## src/rtl/pc_gen.sv

```systemverilog
// pc_gen: fetch-stage program-counter generator with a circular return-address stack.
// The next PC is chosen by priority: trap, then redirect, then stall, then call,
// then return, then sequential increment.
// Ports:
//   clk, rst (async, active-low)
//   en                        fetch advance (0 = stall)
//   trap_valid/trap_vec       trap load, highest priority
//   redirect_valid/redirect_pc execute-stage correction
//   call/call_target          predecoded call: push pc+INC, jump to target
//   ret                       predecoded return: pop RAS into pc
//   pc                        current fetch address
//   ras_count/ras_top         RAS occupancy and top entry (0 when empty)
//   ras_miss                  one-cycle pulse after a return taken with the RAS empty
module pc_gen #(
   parameter int unsigned     XLEN      = 32,
   parameter logic [XLEN-1:0] RESET_VEC = 'h00400000,
   parameter int unsigned     INC       = 4,
   parameter int unsigned     RAS_DEPTH = 4
) (
   input  logic                           clk,
   input  logic                           rst,
   input  logic                           en,
   input  logic                           trap_valid,
   input  logic [XLEN-1:0]                trap_vec,
   input  logic                           redirect_valid,
   input  logic [XLEN-1:0]                redirect_pc,
   input  logic                           call,
   input  logic [XLEN-1:0]                call_target,
   input  logic                           ret,
   output logic [XLEN-1:0]                pc,
   output logic [$clog2(RAS_DEPTH+1)-1:0] ras_count,
   output logic [XLEN-1:0]                ras_top,
   output logic                           ras_miss
);

   localparam int unsigned PW = $clog2(RAS_DEPTH);
   localparam int unsigned CW = $clog2(RAS_DEPTH+1);

   logic [XLEN-1:0] pc_q, pc_d;
   logic [PW-1:0]   ptr_q, ptr_d;
   logic [CW-1:0]   cnt_q, cnt_d;
   logic            miss_q, miss_d;
   logic            push;
   logic [XLEN-1:0] ras_q [RAS_DEPTH];
   logic [XLEN-1:0] pc_inc;
   logic [PW-1:0]   top_idx;

   assign pc_inc  = pc_q + XLEN'(INC);
   assign top_idx = ptr_q - PW'(1);

   // Top entry sits one below the write pointer; an emptied stack reads as 0.
   assign ras_top   = (cnt_q != '0) ? ras_q[top_idx] : '0;
   assign pc        = pc_q;
   assign ras_count = cnt_q;
   assign ras_miss  = miss_q;

   // Next-PC selection and RAS bookkeeping
   always_comb begin
      pc_d   = pc_q;
      ptr_d  = ptr_q;
      cnt_d  = cnt_q;
      miss_d = 1'b0;
      push   = 1'b0;
      if (trap_valid) begin
         // Pointer is left alone; clearing the count is enough to empty the stack.
         pc_d  = trap_vec;
         cnt_d = '0;
      end else if (redirect_valid) begin
         pc_d = redirect_pc;
      end else if (en) begin
         if (call) begin
            push  = 1'b1;
            pc_d  = call_target;
            ptr_d = ptr_q + PW'(1);
            // Saturated count means the push overwrote the oldest entry.
            cnt_d = (cnt_q == CW'(RAS_DEPTH)) ? cnt_q : cnt_q + CW'(1);
         end else if (ret) begin
            if (cnt_q != '0) begin
               pc_d  = ras_top;
               ptr_d = top_idx;
               cnt_d = cnt_q - CW'(1);
            end else begin
               pc_d   = pc_inc;
               miss_d = 1'b1;
            end
         end else begin
            pc_d = pc_inc;
         end
      end
   end

   // State registers
   always_ff @(posedge clk or negedge rst) begin
      if (!rst) begin
         pc_q   <= RESET_VEC;
         ptr_q  <= '0;
         cnt_q  <= '0;
         miss_q <= 1'b0;
         for (int i = 0; i < RAS_DEPTH; i++) ras_q[i] <= '0;
      end else begin
         pc_q   <= pc_d;
         ptr_q  <= ptr_d;
         cnt_q  <= cnt_d;
         miss_q <= miss_d;
         if (push) ras_q[ptr_q] <= pc_inc;
      end
   end

endmodule

```

## config.mk

```make
export PLATFORM = sky130hd
export DESIGN_NAME = pc_gen
export DESIGN_NICKNAME = d
export VERILOG_FILES = /design/src/rtl/pc_gen.sv
export SDC_FILE = /design/constraint.sdc
export NUM_CORES = 1
export LEC_CHECK = 0
export BUFFER_PORTS_ARGS = -buffer_cell sky130_fd_sc_hd__buf_2
export CAP_MARGIN = 30
export CORE_ASPECT_RATIO = 1.4
export CORE_MARGIN = 2
export CORE_UTILIZATION = 50
export DETAILED_ROUTE_END_ITERATION = 6
export PLACE_DENSITY = 0.69
export SYNTH_ARGS = -nofsm -noshare
export SYNTH_HDL_FRONTEND = slang
export SYNTH_SLANG_ARGS = --single-unit
```

## constraint.sdc

```tcl
create_clock -name clk -period 8.2 [get_ports clk]
set_input_delay 2.05 -clock clk [delete_from_list [all_inputs] [get_ports clk]]
set_output_delay 2.05 -clock clk [all_outputs]
set_load 0.02 [all_outputs]
```

==> After elaboration in Yosys (flattened, before gate mapping) <==
Cells that the tools add are included.
{ "word_totals": {"register_bits": 166, "out_inout_bits": 68} }
{ "op_classes": {"bitwise_logic": 4, "muxes": 33, "n_eq_ne": 3, "order_cmp": 3, "addsub": 5, "n_reduce_logical": 10} }
{ "op_table": {"columns": ["operator", "count"], "rows": [
  ["2-to-1 mux 32 bit", 10],
  ["bitwise mux 128 bit", 1],
  ["binary-select mux 32 bit (select 2 bit)", 1],
  ["demux 32 bit (select 2 bit)", 1],
  ["adder 32 x 3 -> 32 bit (second input constant)", 1],
  ["2-to-1 mux 3 bit", 7],
  ["nonzero test 3 bit", 4],
  ["2-to-1 mux 1 bit", 10],
  ["AND reduction 5 bit", 2],
  ["greater-or-equal comparator 3 bit (second input constant)", 2],
  ["2-to-1 mux 2 bit", 3],
  ["inverter 2 -> 3 bit", 2],
  ["nonzero test 2 bit", 3],
  ["adder 3 x 1 -> 3 bit (second input constant)", 1],
  ["equality test 3 bit (second input constant)", 1],
  ["< comparator 3 x 1 -> 1 bit (second input constant)", 1],
  ["inequality test 3 bit (second input constant)", 1],
  ["subtractor 3 x 1 -> 3 bit (second input constant)", 1],
  ["adder 2 x 1 -> 2 bit (second input constant)", 1],
  ["inequality test 2 bit (second input constant)", 1],
  ["inverter 1 bit", 2],
  ["subtractor 2 x 1 -> 2 bit (second input constant)", 1],
  ["logical AND 1 bit", 1]
]} }

==> Logic depth before layout (Yosys ltp) <==
Gate-level depths: netlist of run 1.
{ "depth": {"depth_word": 12, "mapped_depth": 11, "ltp_nobuf": 7} }

==> Worst setup path after synthesis of run 1 <==
OpenSTA, ideal clock, no wires.
{ "synth_path": {"path_kind": "register to output", "startpoint": "reg ptr_q[0]", "endpoint": "out ras_top[19]", "slack_ns": 3.748, "arrival_ns": 2.402, "t_required_ns": 6.150, "path_stages_with_launch": 9, "n_path_buf": 4, "path_cell_list": "dfrtp_1 > buf_2 > buf_2 > inv_1 > ha_1 > clkbuf_1 > clkbuf_1 > mux4_2 > nor2b_1"} }
{ "synth_between": {"elab_chain_cells": 6} }
{ "synth_lines": {"columns": ["item", "line_no", "source"], "rows": [
  ["start: declaration", "40", "logic [PW-1:0] ptr_q, ptr_d;"],
  ["start signal: assignment", "102", "ptr_q <= ptr_d;"],
  ["subtractor 2 x 1 -> 2 bit", "49", "assign top_idx = ptr_q - PW'(1);"],
  ["net top_idx[0]", "46", "logic [PW-1:0] top_idx;"],
  ["inverter 2 -> 3 bit (implied by the code)", "52", "assign ras_top = (cnt_q != '0) ? ras_q[top_idx] : '0;"],
  ["binary-select mux 32 bit (select 2 bit)", "52", null],
  ["2-to-1 mux 32 bit (implied by the code) (2 in a row)", "52", null],
  ["2-to-1 mux 32 bit", "52", null],
  ["end: declaration", "32", "output logic [XLEN-1:0] ras_top,"]
]} }
The timed path passes the listed nets, and every way through them passes these cells. The select of a mux whose other input is x is not followed.

==> Worst setup path after layout of run 1 <==
{ "layout_path": {"startpoint": "reg ptr_q[0]", "endpoint": "out ras_top[24]"} }
Same word-level chain as after synthesis.

==> metrics.log, run 1 <==
INFO  metric vias = 8074
INFO  metric synthesis.area = approximately 9000 sq um
INFO  metric syn_inst = 959
INFO  metric setup_tns = 0 ns
INFO  metric cts_made_buffers = 17
INFO  metric power.ir.vdd_worst = 0.165 mV
INFO  metric ys_seq_area_share = around 46%
INFO  metric cts_max_level = 4
INFO  metric non_filler_cell_area_final = 10600 sq um
INFO  metric p_per_area = between 200 and 300 nW/um^2
INFO  metric worstPathRequired = ~6.2 ns
INFO  metric crit_chain = buf_4 -> inv_1 -> ha_1 -> buf_4 -> mux4_2 -> nor2b_1 -> buf_2
INFO  metric cts.root.buffer_cell = sky130_fd_sc_hd__clkbuf_16
INFO  metric grtUsageTotal = about 30%
INFO  metric post-synth-top-count-cell = sky130_fd_sc_hd__nand2_1
INFO  metric dieHeight = 163 um
INFO  metric routed_wl = roughly 28 mm
INFO  metric clock_sinks = 166
INFO  metric drcViolationCount = 0
INFO  metric synth-main-ff-cell = sky130_fd_sc_hd__dfrtp_1
INFO  metric synth_area_per_cell = 9.41 sq um
INFO  metric core_area = between 15000 and 20000 sq um
INFO  metric slowest_delay = between 0.5 and 0.6 ns
INFO  metric insertion_delay = between 0.4 and 0.5 ns
INFO  metric tritoncts = built
INFO  metric async_reset_ff_share = 100%
INFO  metric pin_count = approximately 170
INFO  metric period_share = between 60% and 70%
INFO  metric cp_common_cell = sky130_fd_sc_hd__buf_4
INFO  metric grt_setup_unrepaired = false
INFO  metric critical_setup_path_kind = flip-flop to output port
INFO  metric cts-hold-fix-buffers = 0
INFO  metric synth_nets = around 1100
INFO  metric fin_total_pwr = 0.00309 W
INFO  metric setup-violations-final = 0
INFO  metric proportion_of_layout_cells_with_a_drive_suffix_above_1 = approximately a quarter
INFO  metric grt.overflow.total = 0
INFO  metric crit-reg2reg-launch = ptr_q[0]
INFO  metric final_hold_viol_count = 0
INFO  metric total_leakage_power = approximately 4.8 nW
INFO  metric critPathSlowestCell = sky130_fd_sc_hd__buf_4
INFO  metric firstDrtPassIters = 5
INFO  metric detailed_place.area = 10000 sq um
INFO  metric synth.top_cells.by_count = sky130_fd_sc_hd__nand2_1 (180), sky130_fd_sc_hd__dfrtp_1 (165), sky130_fd_sc_hd__o21ai_0 (125)
INFO  metric yosys_warnings = 0
INFO  metric rr_worst_depth = 8
INFO  metric die_width = ~120 um
INFO  metric initial_utilization = just over 50%
INFO  metric hold_depth = 2
INFO  metric tightestPinTransition = 1.02 ns
INFO  metric timing.critical_path.fanout_max = 35
INFO  metric vias_per_cell = 6.03
INFO  metric maxCapViolCount = 0
INFO  metric slew_headroom = 32.0%
INFO  metric ctsLongestPathBuffers = 2
INFO  metric final-max-slew-violation-count = 0
INFO  metric finalWeightedCongestion = 0.890
INFO  metric hpwl = between 15 and 20 mm
INFO  metric synth.area.top_cells = sky130_fd_sc_hd__dfrtp_1 (46%), sky130_fd_sc_hd__mux4_2 (8.0%), sky130_fd_sc_hd__nand2_1 (7.5%), sky130_fd_sc_hd__o21ai_0 (6.9%), sky130_fd_sc_hd__nor2b_1 (3.1%)
INFO  metric synth.ff_latch_count = 166
INFO  metric crit_arrival = between 3 and 4 ns
INFO  metric rows = just under 60
INFO  metric layout_min_cycle_time = 5.26 ns
INFO  metric status = finished clean
INFO  metric worstSetupStartpoint = ptr_q[0]
INFO  metric cts_repair_resize_count = 0
INFO  metric antenna_found_initial = 0
INFO  metric worstHoldPathType = flip-flop to flip-flop
INFO  metric finish.net_count = between 1000 and 1500
INFO  metric path_clk_slew = approximately 0.06 ns
INFO  metric drt_iter0_markers = ~650
INFO  metric syn2layout_area_growth = 17.8%
INFO  metric holdCritStartpoint = ras_q[6]
INFO  metric postCtsSetupBuffers = 0
INFO  metric floorplan.die_area = around 19000 sq um
INFO  metric start_kind = flip-flop
INFO  metric synth_top_area_share = a little under half
INFO  metric numPortBuffers = 170
INFO  metric antenna_cells = 0
INFO  metric largest_net_degree_at_the_start_of_global_routing = 62
INFO  metric grt_pass1_vias = 7806
INFO  metric worst_clock_skew = 0.00708 ns
INFO  metric critical_path.endpoint_type = output port
INFO  metric first_pass_grt_wire_length = around 44 mm
INFO  metric drt-wirelength-per-cell = 21.2 um
INFO  metric ant_nets = 0
INFO  metric synth_edf_count = 0
INFO  metric synth_cell_types = around 60
INFO  metric cell_taking_the_most_area_after_synthesis = sky130_fd_sc_hd__dfrtp_1
INFO  metric max_clock_freq = between 0.15 and 0.2 GHz
-- placed cells by master (no fill, tap or decap), types with 5 or more instances in the layout --
cell type	count
sky130_fd_sc_hd__nand2_1	180
sky130_fd_sc_hd__o22ai_1	5
sky130_fd_sc_hd__o21ai_0	125
sky130_fd_sc_hd__o21ai_1	12
sky130_fd_sc_hd__xnor2_1	20
sky130_fd_sc_hd__ha_1	5
sky130_fd_sc_hd__nor4_1	10
sky130_fd_sc_hd__inv_1	12
sky130_fd_sc_hd__mux2_2	12
sky130_fd_sc_hd__a31oi_1	12
sky130_fd_sc_hd__clkbuf_16	17
sky130_fd_sc_hd__nand3_1	19
sky130_fd_sc_hd__a221oi_1	11
sky130_fd_sc_hd__o221ai_1	5
sky130_fd_sc_hd__a221o_1	6
sky130_fd_sc_hd__nand4_1	6
sky130_fd_sc_hd__nor3_1	21
sky130_fd_sc_hd__o31a_1	5
sky130_fd_sc_hd__a21oi_1	38
sky130_fd_sc_hd__buf_2	169
sky130_fd_sc_hd__nor2b_1	44
sky130_fd_sc_hd__o31ai_1	10
sky130_fd_sc_hd__a211o_1	6
sky130_fd_sc_hd__nor2_1	44
sky130_fd_sc_hd__mux4_2	32
sky130_fd_sc_hd__or3_1	7
sky130_fd_sc_hd__dfrtp_1	164
sky130_fd_sc_hd__buf_4	12
-- kinds of logic (layout without fill, tap and decap cells) --
logic type,after synthesis,count (layout),synth area share [%]
compound gates,268,268,18.0
mux,44,44,9.49
simple gates,363,363,19.3
fa+ha+maj,6,6,0.915
buf+inv,88,227,3.90
flops,166,166,46.1
xor+xnor,24,24,2.33
-- metrics by stage --
step	hold WS (ns)	utilization [%]	worst slack, ns	std cells
finish	0.479	59.5	2.94	1338
global route	0.497	59.5	2.77	1338
CTS	0.483	59.5	2.94	1338
detailed placement	0.469	56.1	3.36	1307
global placement	0.457	56.1	3.34	1307
floorplan	0.445	-	3.75	959
-- metal layers --
metal | vias up | routed length, um | track usage (%) | share of wire, %
li1 | 3697 | - | - | -
met1 | 3935 | 11300 | 38.5 | 40
met2 | 381 | 14000 | 50.6 | 50
met3 | 61 | 2110 | 6.34 | 7.5
met4 | 0 | 898 | 11.1 | 3.2
met5 | - | 0 | 0 | 0
-- critical path, delay by kind of cell (launching register included) --
family | cells | cell delay (ns)
fa+ha+maj | 1 | 0.38
buf+inv | 4 | 1.44
flops | 1 | 0.34
mux | 1 | 0.44
simple gates | 1 | 0.16
-- sequential cells by signal, indices dropped and copies added (netlist names) --
name / flops
ras_miss: 1
ptr_q: 2
ras_q: 128
ras_count: 3
pc: 32
-- where the power goes --
part | switching, W | internal [W] | leakage (nW) | total (W)
logic | 0.000535 | 0.000451 | 2.32 | 0.000986
clock network | 0.000333 | 0.000517 | 0.307 | 0.000850
registers | 0.000179 | 0.00107 | 2.15 | 0.00125
total | 0.00105 | 0.00204 | 4.77 | 0.00309
-- path summary, 6_finish.rpt --
check	endpoint	slack, ns
max in group asynchronous	ras_q[26]	5.44
min in group asynchronous	ras_q[11]	1.57
max reg2reg	pc[29]	4.95
min	ras_q[6]	0.48
max	ras_top[24]	2.94
min reg2reg	ras_q[6]	0.48
-- final cells by class --
type,instances,area (sq um)
Fill cell,1639,7220
Clock inverter,12,175
Inverter,14,52.6
Multi-Input combinational cell,705,4550
Timing Repair Buffer,182,947
Sequential cell,166,4160
Tap cell,240,300
Clock buffer,19,443
Power figures use the tool's default switching activity.
==> run 2: changes to the inputs <==
- clock period: 8.2 -> 4.9 ns (I/O delays scaled with it)
==> run 2 against run 1 <==
Against the previous run: sequential share of layout area down 0.22 points; largest power group unchanged; first-iteration DRC count up 5.1%; sequential cell count unchanged; die area unchanged; critical endpoint unchanged; power up 66%; largest cell class unchanged; highest routed layer unchanged.
==> metrics.log, run 2 (synthesis results as in run 1) <==
INFO  metric finalWeightedCongestion = 0.891 (about the same)
INFO  metric holdCritStartpoint = ras_q[91]
INFO  metric fillers = 1607 (-2.0%)
INFO  metric setup-violations-final = 0 (unchanged)
INFO  metric cts.root.buffer_cell = sky130_fd_sc_hd__clkbuf_16
INFO  metric vias = 8125 (+0.63%)
INFO  metric die_width = 118 um (unchanged)
INFO  metric pin_count = 171 (unchanged)
INFO  metric worst_clock_skew = 0.0104 ns (+0.00332 ns)
INFO  metric numPortBuffers = 170 (unchanged)
INFO  metric ctsLongestPathBuffers = 2 (unchanged)
INFO  metric core_area = 17900 sq um (unchanged)
INFO  metric grt_setup_unrepaired = false
INFO  metric crit_arrival = 2.80 ns (-0.41 ns)
INFO  metric first_pass_grt_wire_length = 43.4 mm (-1.9%)
INFO  metric cts_max_level = 4 (unchanged)
INFO  metric syn2layout_area_growth = 18.5%
INFO  metric timing.critical_path.fanout_max = 19 (-46%)
INFO  metric setup_tns = 0 ns (unchanged)
INFO  metric start_kind = flip-flop
INFO  metric insertion_delay = 0.43 ns (about the same)
INFO  metric commonest_non_fill_non_tap_cell_in_the_layout = sky130_fd_sc_hd__nand2_1
INFO  metric layout_min_cycle_time = between 4 and 5 ns
INFO  metric grt_pass1_vias = 7752 (-0.69%)
INFO  metric top_register = ras_q
INFO  metric worstPathRequired = 3.67 ns (-2.48 ns)
INFO  metric rr_worst_depth = 7 (-1)
INFO  metric cts-hold-fix-buffers = 0 (unchanged)
INFO  metric worstHoldPathType = flip-flop to flip-flop
INFO  metric firstDrtPassIters = 6 (+1)
INFO  metric largest_net_degree_at_the_start_of_global_routing = 98 (+58%)
INFO  metric postCtsSetupBuffers = 0 (unchanged)
INFO  metric drt-wirelength-per-cell = 20.9 um (-1.1%)
INFO  metric hpwl = 19.6 mm (+1.2%)
INFO  metric ant_nets = 0 (unchanged)
INFO  metric worstSetupStartpoint = ptr_q[1]
INFO  metric p_per_area = 480 nW/um^2 (+65%)
INFO  metric grt.overflow.total = 0 (unchanged)
INFO  metric dp_slack = 1.30 ns (-2.05 ns)
INFO  metric setup_slack = 0.875 ns (-2.07 ns)
INFO  metric timing.reg2reg.setup_slack = 2.04 ns (-2.91 ns)
INFO  metric drt_iter0_markers = 679 (+5.1%)
INFO  metric status = finished clean
INFO  metric crit_reg_reg_endpoint = pc[27]
INFO  metric clock_sinks = 166 (unchanged)
INFO  metric final-max-slew-violation-count = 0 (unchanged)
INFO  metric tritoncts = built
INFO  metric vias_per_cell = 6.04 (+0.11%)
INFO  metric power.ir.vdd_worst = 0.314 mV (+90%)
INFO  metric cts_made_buffers = 17 (unchanged)
INFO  metric path_clk_slew = 0.07 ns (about the same)
INFO  metric proportion_of_layout_cells_with_a_drive_suffix_above_1 = 26.1% (+0.47 points)
INFO  metric critical_setup_path_kind = flip-flop to output port
INFO  metric grtUsageTotal = 29.6% (-0.45 points)
INFO  metric maxCapViolCount = 0 (unchanged)
INFO  metric mostFrequentLayoutCells = sky130_fd_sc_hd__nand2_1 (180), sky130_fd_sc_hd__buf_2 (169), sky130_fd_sc_hd__dfrtp_1 (164)
INFO  metric floorplan.die_area = 19100 sq um (unchanged)
INFO  metric critical_path.endpoint_type = output port
INFO  metric rows = 58 (unchanged)
INFO  metric max_clock_freq = between 0.2 and 0.25 GHz
INFO  metric antenna_found_initial = 0 (unchanged)
INFO  metric tightestPinTransition = 0.995 ns (-0.0252 ns)
INFO  metric antenna_cells = 0 (unchanged)
INFO  metric drcViolationCount = 0 (unchanged)
INFO  metric crit-reg2reg-launch = ptr_q[1]
INFO  metric initial_utilization = 50.5% (unchanged)
INFO  metric cp-endpoint = ras_top[24]
INFO  metric max_reg_flops = 128 (unchanged)
INFO  metric routed_wl = 28.1 mm (-0.61%)
INFO  metric final_hold_viol_count = 0 (unchanged)
INFO  metric finish.net_count = 1201 (+0.50%)
INFO  metric period_share = a little over 80%
INFO  metric slew_headroom = 33.6% (+1.6 points)
INFO  metric total_leakage_power = 4.79 nW (+0.31%)
INFO  metric dieHeight = 163 um (unchanged)
INFO  metric cts_repair_resize_count = 0 (unchanged)
==> run 2: per-stage QoR <==
stage	utilization (%)	std cells	hold slack [ns]	instance area, sq um	total power, W
finish	59.9	1345	0.477	10700	0.00513
global route	59.9	1345	0.499	10700	0.00541
CTS	59.9	1345	0.482	10700	0.00515
detailed placement	56.5	1313	0.466	10100	0.00378
floorplan	-	959	0.445	9020	0.00322
global placement	56.5	1313	0.457	10100	0.00374
==> run 2: power breakdown <==
part	leakage, nW	switching, W	internal [W]
Clock	0.278	0.000597	0.000766
Combinational	2.36	0.000903	0.000781
Sequential	2.15	0.000289	0.00180
==> run 2: area by class of cell <==
type	instances	area (sq um)	share of cell area, %
Clock buffer	18	429	4.02
Clock inverter	14	165	1.55
Inverter	14	52.6	0.492
Multi-Input combinational cell	705	4550	42.6
Sequential cell	166	4160	38.9
Tap cell	240	300	2.81
Timing Repair Buffer	188	1030	9.64
==> run 2: how the worst min path moves through the flow <==
stage	endpoint	cells past startpoint	slack [ns]
finish	ras_q[91]	2	0.48
global route	ras_q[77]	2	0.50
CTS	ras_q[81]	2	0.48
detailed placement	ras_q[106]	2	0.47
global placement	ras_q[87]	2	0.46
floorplan	ras_q[66]	2	0.44
==> run 2: worst max-delay path, cell delays in order (launching register included) <==
cell and delay [ns]:
sky130_fd_sc_hd__dfrtp_1 0.42, sky130_fd_sc_hd__inv_1 0.10, sky130_fd_sc_hd__ha_1 0.86, sky130_fd_sc_hd__buf_12 0.26, sky130_fd_sc_hd__mux4_2 0.38, sky130_fd_sc_hd__nor2b_1 0.16, sky130_fd_sc_hd__buf_2 0.18
==> run 2: layer usage <==
metal / GRT usage [%] / part of all wire [%] / vias to the layer above / routed length [um]
met1: 38.2 / 40 / 3979 / 11300
met3: 5.88 / 7.4 / 65 / 2090
met2: 49.6 / 49 / 364 / 13900
met4: 11.3 / 3.0 / 0 / 843
met5: 0 / 0 / - / 0
li1: - / - / 3717 / -
==> run 3: changes to the inputs <==
- PLACE_DENSITY: 0.69 -> 0.72
- clock period: 4.9 -> 3.6 ns (I/O delays scaled with it)
==> run 3 against run 2 <==
Against the previous run: clock power grew 37%; largest power group unchanged; critical endpoint is now ras_top[20]; critical path type unchanged; worst hold slack gained 0.0046 ns; die area is the same.
==> metrics.log, run 3 (synthesis results as in run 1) <==
INFO  metric power.internal = 0.00448 W (+34%)
INFO  metric fin_util = 60.1% (+0.24 points)
INFO  metric comb_power_share = 32.8% (about the same)
INFO  metric final_hold_viol_count = 0 (unchanged)
INFO  metric finish.net_count = 1209 (+0.67%)
INFO  metric layout_min_cycle_time = approximately 3.3 ns
INFO  metric commonest_non_fill_non_tap_cell_in_the_layout = sky130_fd_sc_hd__nand2_1
INFO  metric setup_slack = 0.251 ns (-0.624 ns)
INFO  metric numPortBuffers = 170 (unchanged)
INFO  metric final-max-slew-violation-count = 0 (unchanged)
INFO  metric insertion_delay = 0.43 ns (about the same)
INFO  metric sequentialPowerShare = 40.5% (about the same)
INFO  metric grtUsageTotal = 29.4% (-0.18 points)
INFO  metric max_clock_freq = 0.299 GHz
INFO  metric hpwl = 19.1 mm (-2.3%)
INFO  metric p_sw = 0.00247 W (+38%)
INFO  metric grt_setup_unrepaired = false
INFO  metric crit_arrival = 2.45 ns (-0.35 ns)
INFO  metric vias = 8243 (+1.5%)
INFO  metric max_reg_flops = 128 (unchanged)
INFO  metric vias_per_cell = 6.09 (+0.85%)
INFO  metric cts_repair_resize_count = 0 (unchanged)
INFO  metric cts-hold-fix-buffers = 0 (unchanged)
INFO  metric drcViolationCount = 0 (unchanged)
INFO  metric fillers = 1587 (-1.2%)
INFO  metric share_clk_of_total_power = 26.7% (about the same)
INFO  metric die_width = 118 um (unchanged)
INFO  metric tightestPinTransition = 1.01 ns (+0.0147 ns)
INFO  metric worstHoldPathType = flip-flop to flip-flop
INFO  metric setup-violations-final = 0 (unchanged)
INFO  metric total_leakage_power = 4.83 nW (+0.91%)
INFO  metric ctsLongestPathBuffers = 2 (unchanged)
INFO  metric proportion_of_layout_cells_with_a_drive_suffix_above_1 = 26.7% (+0.62 points)
INFO  metric worstPathRequired = 2.70 ns (-0.97 ns)
INFO  metric critPathSlowestCell = sky130_fd_sc_hd__buf_4
INFO  metric dp_slack = 0.662 ns (-0.643 ns)
INFO  metric p_per_area = 648 nW/um^2 (+35%)
INFO  metric setup_tns = 0 ns (unchanged)
INFO  metric grt_pass1_vias = 7955 (+2.6%)
INFO  metric rows = 58 (unchanged)
INFO  metric start_kind = flip-flop
INFO  metric floorplan.die_area = 19100 sq um (unchanged)
INFO  metric ant_nets = 0 (unchanged)
INFO  metric syn2layout_area_growth = 18.9%
INFO  metric cts_made_buffers = 17 (unchanged)
INFO  metric core_area = 17900 sq um (unchanged)
INFO  metric pin_count = 171 (unchanged)
INFO  metric maxCapViolCount = 0 (unchanged)
INFO  metric cts_max_level = 4 (unchanged)
INFO  metric critical_setup_path_kind = flip-flop to output port
INFO  metric antenna_cells = 0 (unchanged)
INFO  metric first_pass_grt_wire_length = 43.7 mm (+0.59%)
INFO  metric status = finished clean
INFO  metric firstDrtPassIters = 5 (-1)
INFO  metric crit_chain = inv_1 -> ha_1 -> buf_4 -> mux4_2 -> nor2b_1 -> buf_2
INFO  metric finalHoldWorstSlack = 0.481 ns (+0.00458 ns)
INFO  metric top_register = ras_q
INFO  metric grt.overflow.total = 0 (unchanged)
INFO  metric dieHeight = 163 um (unchanged)
INFO  metric met1_track_demand_over_resource_in_global_routing = 38.8% (+0.63 points)
INFO  metric path_clk_slew = 0.07 ns (about the same)
INFO  metric postCtsSetupBuffers = 0 (unchanged)
INFO  metric global_route.usage.met3 = 5.53% (-0.35 points)
INFO  metric drt_iter0_markers = 672 (-1.0%)
INFO  metric largest_net_degree_at_the_start_of_global_routing = 84 (-14%)
INFO  metric period_share = ~93%
INFO  metric cts.root.buffer_cell = sky130_fd_sc_hd__clkbuf_16
INFO  metric mostFrequentLayoutCells = sky130_fd_sc_hd__nand2_1 (180), sky130_fd_sc_hd__buf_2 (169), sky130_fd_sc_hd__dfrtp_1 (164)
INFO  metric timing.critical_path.fanout_max = 34 (+15)
INFO  metric critical_path.endpoint_type = output port
INFO  metric finalWeightedCongestion = 0.935 (+5.0%)
INFO  metric drt-wirelength-per-cell = 20.5 um (-1.9%)
INFO  metric grt_use_met2 = 48.0% (-1.6 points)
INFO  metric slowest_delay = 0.45 ns (-0.41 ns)
INFO  metric initial_utilization = 50.5% (unchanged)
INFO  metric tritoncts = built
INFO  metric power.ir.vdd_worst = 0.337 mV (+7.2%)
INFO  metric antenna_found_initial = 0 (unchanged)
INFO  metric fin_total_pwr = 0.00695 W (+35%)
INFO  metric slew_headroom = 32.6% (-0.98 points)
INFO  metric clock_sinks = 166 (unchanged)
INFO  metric globalRoute.busiestLayer = met2
INFO  metric routed_wl = 27.8 mm (-1.3%)
INFO  metric worst_clock_skew = 0.0144 ns (+0.00396 ns)
INFO  metric switching_share = 35.5% (+0.64 points)
==> run 3: cell type report <==
class | count | area, sq um | area share, %
sequential | 166 | 4160 | 38.7
tap | 240 | 300 | 2.80
clock inverter | 15 | 176 | 1.64
timing repair buffer | 196 | 1060 | 9.92
inverter | 14 | 52.6 | 0.490
clock buffer | 17 | 425 | 3.97
multi-input combinational | 705 | 4550 | 42.4
==> run 3: critical path, delay by kind of cell, from the launching register on <==
family	cells	cell delay [ns]
adder cells (fa/ha/maj)	1	0.27
flip-flops	1	0.40
multiplexers	1	0.41
AND/OR/NAND/NOR	1	0.18
buffers and inverters	3	0.74
==> run 3: through the flow <==
step,std cells,area [sq um]
floorplan,959,9020
global placement,1321,10100
detailed placement,1321,10100
CTS,1353,10700
global route,1353,10700
finish,1353,10700
==> run 3: final timing paths <==
check	from	endpoint	slack, ns	cells past startpoint
worst max-delay path	ptr_q[1]	ras_top[20]	0.25	6
worst min-delay path	ras_q[107]	ras_q[107]	0.48	2
worst max register to register	pc[5]	pc[24]	0.92	5
worst min register to register	ras_q[107]	ras_q[107]	0.48	2
max in group asynchronous	rst	ras_q[122]	2.30	2
min in group asynchronous	rst	ras_q[104]	0.51	1
==> run 3: power by group through the flow <==
stage          clock network (W)  registers [W]  logic, W
3_3_place_gp                   0        0.00281   0.00223
5_1_grt                  0.00196        0.00288   0.00249
6_report                 0.00186        0.00281   0.00228
2_1_floorplan                  0        0.00277   0.00162
3_5_place_dp                   0        0.00284   0.00227
4_1_cts                  0.00188        0.00280   0.00228
==> run 3: layer usage <==
metal | part of all wire, % | vias to the layer above
li1 | - | 3740
met1 | 41 | 4033
met2 | 48 | 406
met3 | 7.5 | 64
met4 | 3.7 | 0
met5 | 0 | -
